<file path="src/rtl/mext_pkg.sv">
// rtl/mext_pkg.sv - shared M-extension constants for mul32/div32 decode
package mext_pkg;

  localparam int XLEN  = 32;
  localparam int CNT_W = 6;

  typedef enum logic [1:0] {
    MUL_LO = 2'b00,
    MULH   = 2'b01,
    MULHSU = 2'b10,
    MULHU  = 2'b11
  } mul_op_e;

  typedef enum logic [1:0] {
    ST_IDLE = 2'd0,
    ST_CALC = 2'd1,
    ST_DONE = 2'd2
  } mul_state_e;

  localparam logic [CNT_W-1:0] ITERS = CNT_W'(XLEN);

endpackage

</file>
<file path="src/rtl/neg64.sv">
// rtl/neg64.sv - conditional two's-complement negate, 64-bit by default
module neg64 #(
  parameter int W = 64
) (
  input  logic [W-1:0] x_i,
  input  logic         neg_i,
  output logic [W-1:0] y_o
);

  assign y_o = neg_i ? (~x_i + W'(1)) : x_i;

endmodule

</file>
<file path="src/rtl/mul32.sv">
// rtl/mul32.sv - sequential radix-2 shift-add 32x32 multiplier (MUL/MULH/MULHSU/MULHU)
module mul32
  import mext_pkg::*;
(
  input  logic        clk_i,
  input  logic        rst_i,
  input  logic [31:0] a_i,
  input  logic [31:0] b_i,
  input  logic [1:0]  op_i,
  input  logic        valid_i,
  output logic [31:0] result_o,
  output logic [63:0] product_o,
  output logic        ready_o
);

  mul_state_e        state_q, state_d;
  logic [CNT_W-1:0]  count_q, count_d;
  logic [63:0]       acc_q, acc_d;
  logic [63:0]       mcand_q, mcand_d;
  logic [31:0]       mplier_q, mplier_d;
  logic              sign_a_q, sign_a_d;
  logic              sign_b_q, sign_b_d;
  mul_op_e           op_q, op_d;
  logic [31:0]       result_q, result_d;
  logic [63:0]       product_q, product_d;
  logic              ready_q, ready_d;

  logic              sign_a_in, sign_b_in;
  logic [31:0]       mag_a, mag_b;
  logic [63:0]       fixed;

  assign sign_a_in = a_i[31] & ((op_i == MULH) | (op_i == MULHSU));
  assign sign_b_in = b_i[31] & (op_i == MULH);

  // 0x80000000 negates to itself, which is exactly its unsigned magnitude.
  neg64 #(.W(32)) u_neg_a (.x_i(a_i), .neg_i(sign_a_in), .y_o(mag_a));
  neg64 #(.W(32)) u_neg_b (.x_i(b_i), .neg_i(sign_b_in), .y_o(mag_b));
  neg64 #(.W(64)) u_fix   (.x_i(acc_q), .neg_i(sign_a_q ^ sign_b_q), .y_o(fixed));

  always_ff @(posedge clk_i or posedge rst_i) begin
    if (rst_i) begin
      state_q   <= ST_IDLE;
      count_q   <= '0;
      acc_q     <= '0;
      mcand_q   <= '0;
      mplier_q  <= '0;
      sign_a_q  <= 1'b0;
      sign_b_q  <= 1'b0;
      op_q      <= MUL_LO;
      result_q  <= '0;
      product_q <= '0;
      ready_q   <= 1'b0;
    end else begin
      state_q   <= state_d;
      count_q   <= count_d;
      acc_q     <= acc_d;
      mcand_q   <= mcand_d;
      mplier_q  <= mplier_d;
      sign_a_q  <= sign_a_d;
      sign_b_q  <= sign_b_d;
      op_q      <= op_d;
      result_q  <= result_d;
      product_q <= product_d;
      ready_q   <= ready_d;
    end
  end

  always_comb begin
    state_d   = state_q;
    count_d   = count_q;
    acc_d     = acc_q;
    mcand_d   = mcand_q;
    mplier_d  = mplier_q;
    sign_a_d  = sign_a_q;
    sign_b_d  = sign_b_q;
    op_d      = op_q;
    result_d  = result_q;
    product_d = product_q;
    ready_d   = ready_q;

    if (!valid_i) begin
      state_d = ST_IDLE;
      ready_d = 1'b0;
    end else begin
      unique case (state_q)
        ST_IDLE: begin
          sign_a_d = sign_a_in;
          sign_b_d = sign_b_in;
          op_d     = mul_op_e'(op_i);
          mcand_d  = {32'b0, mag_a};
          mplier_d = mag_b;
          acc_d    = '0;
          count_d  = '0;
          state_d  = ST_CALC;
        end
        ST_CALC: begin
          // One extra edge after the last iteration applies the sign fix.
          if (count_q == ITERS) begin
            product_d = fixed;
            result_d  = (op_q == MUL_LO) ? fixed[31:0] : fixed[63:32];
            ready_d   = 1'b1;
            state_d   = ST_DONE;
          end else begin
            if (mplier_q[0]) acc_d = acc_q + mcand_q;
            mcand_d  = mcand_q << 1;
            mplier_d = mplier_q >> 1;
            count_d  = count_q + CNT_W'(1);
          end
        end
        ST_DONE: ;
        default: state_d = ST_IDLE;
      endcase
    end
  end

  assign result_o  = result_q;
  assign product_o = product_q;
  assign ready_o   = ready_q;

endmodule

</file>
<file path="config.mk">
export PLATFORM = sky130hd
export DESIGN_NAME = mul32
export DESIGN_NICKNAME = d
export VERILOG_FILES = /design/src/rtl/mext_pkg.sv /design/src/rtl/neg64.sv /design/src/rtl/mul32.sv
export SDC_FILE = /design/constraint.sdc
export NUM_CORES = 1
export LEC_CHECK = 0
export BUFFER_PORTS_ARGS = -buffer_cell sky130_fd_sc_hd__buf_2
export CAP_MARGIN = 0
export CORE_AREA = 2 2 224 226
export CTS_CLUSTER_DIAMETER = 80
export CTS_CLUSTER_SIZE = 28
export DETAILED_ROUTE_END_ITERATION = 8
export DIE_AREA = 0 0 226 228
export SLEW_MARGIN = 30
export SYNTH_ARGS = -nofsm -noshare
export SYNTH_HDL_FRONTEND = slang
export SYNTH_SLANG_ARGS = --single-unit
</file>
<file path="constraint.sdc">
create_clock -name clk_i -period 8 [get_ports clk_i]
set_input_delay 1.2 -clock clk_i [delete_from_list [all_inputs] [get_ports clk_i]]
set_output_delay 1.2 -clock clk_i [all_outputs]
set_load 0.02 [all_outputs]
</file>
# After elaboration in Yosys (flattened, before gate mapping)
# Index checks and enable logic that the tools add are counted.
[word_totals] inputBits=69 word_cells=62 ff_bits=269
[op_classes] eq_ne=11 n_reduce_logical=9 n_addsub=5 muxes=19 n_bitwise=7
[op_table] operator="two-way mux 64 bit" count=4
[op_table] operator="case mux 64 bit (2 select lines)" count=2
[op_table] operator="two-way mux 32 bit" count=4
[op_table] operator="adder 32 x 1 -> 32 bit (second input constant)" count=2
[op_table] operator="adder 64 x 1 -> 64 bit (second input constant)" count=1
[op_table] operator="adder 64 bit" count=1
[op_table] operator="inverter 32 bit" count=2
[op_table] operator="inverter 64 bit" count=1
[op_table] operator="case mux 32 bit (2 select lines)" count=1
[op_table] operator="case mux 6 bit (2 select lines)" count=1
[op_table] operator="adder 6 x 1 -> 6 bit (second input constant)" count=1
[op_table] operator="equality test 6 bit (second input constant)" count=1
[op_table] operator="two-way mux 6 bit" count=1
[op_table] operator="inequality test 2 bit (second input constant)" count=3
[op_table] operator="case mux 2 bit (3 select lines)" count=1
[op_table] operator="AND reduction 2 bit" count=3
[op_table] operator="AND reduction 3 bit" count=2
[op_table] operator="equality test 2 x 1 -> 1 bit (second input constant)" count=2
[op_table] operator="equality test 2 bit (second input constant)" count=2
[op_table] operator="logical NOT 2 bit" count=2
[op_table] operator="two-way mux 2 bit" count=2
[op_table] operator="inequality test 2 x 1 -> 1 bit (second input constant)" count=2
[op_table] operator="AND reduction 4 bit" count=1
[op_table] operator="two-way mux 1 bit" count=3
[op_table] operator="other kinds (5)" count=6

# Logic depth before layout (Yosys ltp)
[logic_depth] depth_word=5 mapped_depth=13

# By module
# A second synthesis with hierarchy kept.
[hier_totals] hier_cells=1965 area_unflattened_um2=17845.9
[by_module_without_submodules] module="mul32" n_inst=1 cells_each=1561 seq_area_each_um2=6731.5 area_each_um2=14642.8
[by_module_without_submodules] module="neg64 (u_fix)" n_inst=1 cells_each=206 seq_area_each_um2=0.0 area_each_um2=1649.1
[by_module_without_submodules] module="neg64 (u_neg_a ...)" n_inst=2 cells_each=99 seq_area_each_um2=0.0 area_each_um2=777.0

# Least setup slack after synthesis
# Ideal clock, no wire load.
[synth_path] kind="input to register" start="input b_i[0]" end="register mplier_q[30]" setup_slack_ps=4259 path_buffers=0 cell_stages=12 arrival_time_ps=3608 path_cell_list="inv_1 ha_1 or3b_2 or4_1 nor2b_1 nand2_1 nor4_1 a21o_1 o21ai_0 xor2_1 mux2i_1 o21ai_0"
[synth_via] elab_chain_len=4
[synth_lines] element="from (decl)" line="mul32.sv:8" source="input logic [31:0] b_i,"
[synth_lines] element="inverter 32 bit" line="neg64.sv:10" source="assign y_o = neg_i ? (~x_i + W'(1)) : x_i;"
[synth_lines] element="adder 32 x 1 -> 32 bit" line="neg64.sv:10"
[synth_lines] element="two-way mux 32 bit" line="neg64.sv:10"
[synth_lines] element="case mux 32 bit (2 select lines)" line="mul32.sv:85" source="unique case (state_q)"
[synth_lines] element="to (signal assigned)" line="mul32.sv:58" source="mplier_q <= mplier_d;"
[synth_lines] element="to (decl)" line="mul32.sv:20" source="logic [31:0] mplier_q, mplier_d;"
# No other way between the ends.
# A chain may end at the register's enable or synchronous reset.

# Final worst setup path
[layout_path] start="register acc_q[13]" end="register acc_q[59]"
[layout_via] elab_chain_len=4
[layout_lines] element="from (decl)" line="mul32.sv:18" source="logic [63:0] acc_q, acc_d;"
[layout_lines] element="from (signal assigned)" line="mul32.sv:44" source="acc_q <= '0;"
[layout_lines] element="from (signal assigned)" line="mul32.sv:56" source="acc_q <= acc_d;"
[layout_lines] element="adder 64 bit" line="mul32.sv:104" source="if (mplier_q[0]) acc_d = acc_q + mcand_q;"
[layout_lines] element="two-way mux 64 bit" line="mul32.sv:104"
[layout_lines] element="two-way mux 64 bit" line="mul32.sv:98" source="if (count_q == ITERS) begin"
[layout_lines] element="case mux 64 bit (2 select lines)" line="mul32.sv:85"
# No other way between the ends. The select of a mux whose other input is x is not followed.

==> qor.yml <==
outcome: "finished clean"
insertion_delay_ns: 0.54
critPathMaxStageDelay_ns: 0.53
cpMaxStageDelayCell: "a21oi_1"
slew_viol_final: 0
layout.cells.most_common_list: "361 x nand2_1, 269 x dfrtp_1, 262 x o21ai_0"
synth_edf_count: 0
min_path_type: "reg2reg"
drt_iter0_markers: 1061
routedWlPerCell_um: 17.4
rsz0062_at_grt: "no"
cts_max_level: 1
cap_violations: 0
synthFlopType: "dfrtp_1"
layout-drive-gt1-share_pct: 11.8
gp_congestion: 0.884
syn_area_per_cell_um2: 8.28
cts_resized: 0
vias: 15100
setup.worst_path.end_class: "flip-flop"
synth_nets: 2185
timing.fmax_mhz: 267
syn_inst: 2046
viasPerCell: 5.35
cp.arrival_ns: 4.18
cp-endpoint: "acc_q[59]$_DFFE_PP0P_"
drtPass1Iterations: 5
fp.dieW_um: 226
die_area_um2: 51500
port_buffers: 165
finalWirelength_um: 49100
cts-root-buf: "clkbuf_16"
syn-cell-area_um2: 16900
cts_tree: "built"
start_kind: "flip-flop"
ys_seq_elements: 269
skew_ns: 0.0191
syn_to_final_growth_pct: 12.5
powerDensity_nw_per_um2: 195
yosysWarningCount: 0
antenna_left: 0
grt_pass1_vias: 14300
gr-total-overflow: 0
rrSetupSlack_ns: 4.25
vdd_drop_max_uv: 147
seq_area_frac_synth_pct: 39.7
r2r_start: "acc_q[13]$_DFFE_PP0P_"
dp_hpwl_um: 37800
r2r_cells: 10
critPathKind: "reg2reg"
setup_violations: 0
clock_sinks: 269
leakage_nw: 8.88
path_delay_family: "compound AO/OA/AOI/OAI gates"
grt_max_degree: 176
rr_endpoint: "acc_q[59]$_DFFE_PP0P_"
cpMostUsedCell: "a21boi_0"
cp-startpoint: "acc_q[13]$_DFFE_PP0P_"
rows: 82
groute.usage.overall_pct: 18.8
hold_viol: 0
cts_buffer_depth: 3
final_common_cell: "nand2_1"
hold_ws_ns: 0.480
clkTransAtPathRegs_ns: 0.11
die_h_um: 228
fin_nets: 2267
fin_setup_tns_ns: 0
cp_cell_sequence: "ha_1, nand4_1, nor4_1, a21boi_0, o2111ai_1, a21oi_1, a21boi_0, o21ba_2, xor2_1, o21ai_0"
ys_types: 74
worstMarginPinSlew_ns: 0.839
grt_pass1_wl_um: 78500
cp.buffers_inverters: 0
post-cts-setup-buffer-count: 0
fin_crit_ns: 3.75
numCtsBuffers: 18
drc: 0
async_reset_ff_share_pct: 100
start_util_pct: 34.3
cp.depth: 10
required_ns: 8.44
path_max_fanout: 8
relSlewSlack_pct: 44.1
cts_hold_buf: 0
coreArea_um2: 49300
ios: 166
min_period_over_period_pct: 46.8
antenna_found_initial: 5
[worst reg2reg max path, stage by stage, from the launching register on]
cell,delay [ns]
dfrtp_1,0.50
ha_1,0.50
nand4_1,0.19
nor4_1,0.37
a21boi_0,0.41
o2111ai_1,0.32
a21oi_1,0.53
a21boi_0,0.28
o21ba_2,0.27
xor2_1,0.13
o21ai_0,0.16
[flip-flops by register name (all words and copies together) (netlist names)]
signal     count
sign_a_q       1
state_q        2
mcand_q       64
result_o      32
ready_o        1
sign_b_q       1
product_o     64
op_q           2
acc_q         64
mplier_q      32
count_q        6
[cells in the mapped netlist, types with 28 or more instances]
cell      count  share of area, %
a21o_1       36               1.6
a21oi_1     189               5.6
clkbuf_1    108               2.4
dfrtp_1     269                40
ha_1         69               5.1
inv_1        28              0.62
nand2_1     362               8.0
nand3_1      50               1.5
nor2_1      149               3.3
o21ai_0     262               7.7
xnor2_1      86               4.4
xor2_1       91               4.7
[cell families after synthesis]
| group | count (synthesis) | synth area share, % |
|---|---|---|
| buffers and inverters | 148 | 3.29 |
| XOR/XNOR | 177 | 9.15 |
| multiplexers | 14 | 0.879 |
| AO/OA/AOI/OAI | 637 | 22.1 |
| AND/OR/NAND/NOR | 731 | 19.7 |
| flip-flops | 269 | 39.7 |
| adder cells (fa/ha/maj) | 70 | 5.21 |
[how the worst min path moves through the flow]
stage | from | slack (ns) | endpoint | depth (start not counted)
CTS | product_o[42]$_DFFE_PP0P_ | 0.48 | product_o[42]$_DFFE_PP0P_ | 2
global placement | product_o[42]$_DFFE_PP0P_ | 0.45 | product_o[42]$_DFFE_PP0P_ | 2
floorplan | mplier_q[31]$_DFFE_PP0P_ | 0.45 | mplier_q[31]$_DFFE_PP0P_ | 2
detailed placement | product_o[42]$_DFFE_PP0P_ | 0.45 | product_o[42]$_DFFE_PP0P_ | 2
global route | product_o[42]$_DFFE_PP0P_ | 0.51 | product_o[42]$_DFFE_PP0P_ | 2
finish | product_o[42]$_DFFE_PP0P_ | 0.48 | product_o[42]$_DFFE_PP0P_ | 2
[area by class of cell]
cell class | count | area, µm²
repair buffers | 181 | 982
clock inverters | 10 | 175
multi-input cells | 1629 | 9710
diodes | 2 | 5.00
clock buffers | 22 | 497
flip-flops and latches | 269 | 6730
inverters | 29 | 113
fillers | 5056 | 30300
well taps | 672 | 841
[report_power, final]
group / total [mW] / internal, mW / switching, mW
registers: 1.57 / 1.44 / 0.127
clock network: 1.07 / 0.493 / 0.579
logic: 1.07 / 0.375 / 0.695
total: 3.71 / 2.31 / 1.40
[stage by stage]
stage	instance area [µm²]	power [mW]	cells	setup slack (ns)	utilization [%]
2_1_floorplan	16900	2.31	2046	3.25	-
3_3_place_gp	18300	2.63	2779	3.77	37.1
3_5_place_dp	18300	2.66	2779	3.73	37.2
4_1_cts	19000	3.74	2811	4.19	38.5
5_1_grt	19000	3.92	2812	3.83	38.6
6_report	19100	3.71	2814	4.25	38.6
[routing by layer]
metal,GRT usage [%],vias to the layer above,wire (µm)
met2,29.0,447,21300
met5,0,-,52
met1,28.2,7146,23900
li1,-,7403,-
met4,3.37,8,729
met3,2.46,53,3140
(Power assumes the default switching activity.)
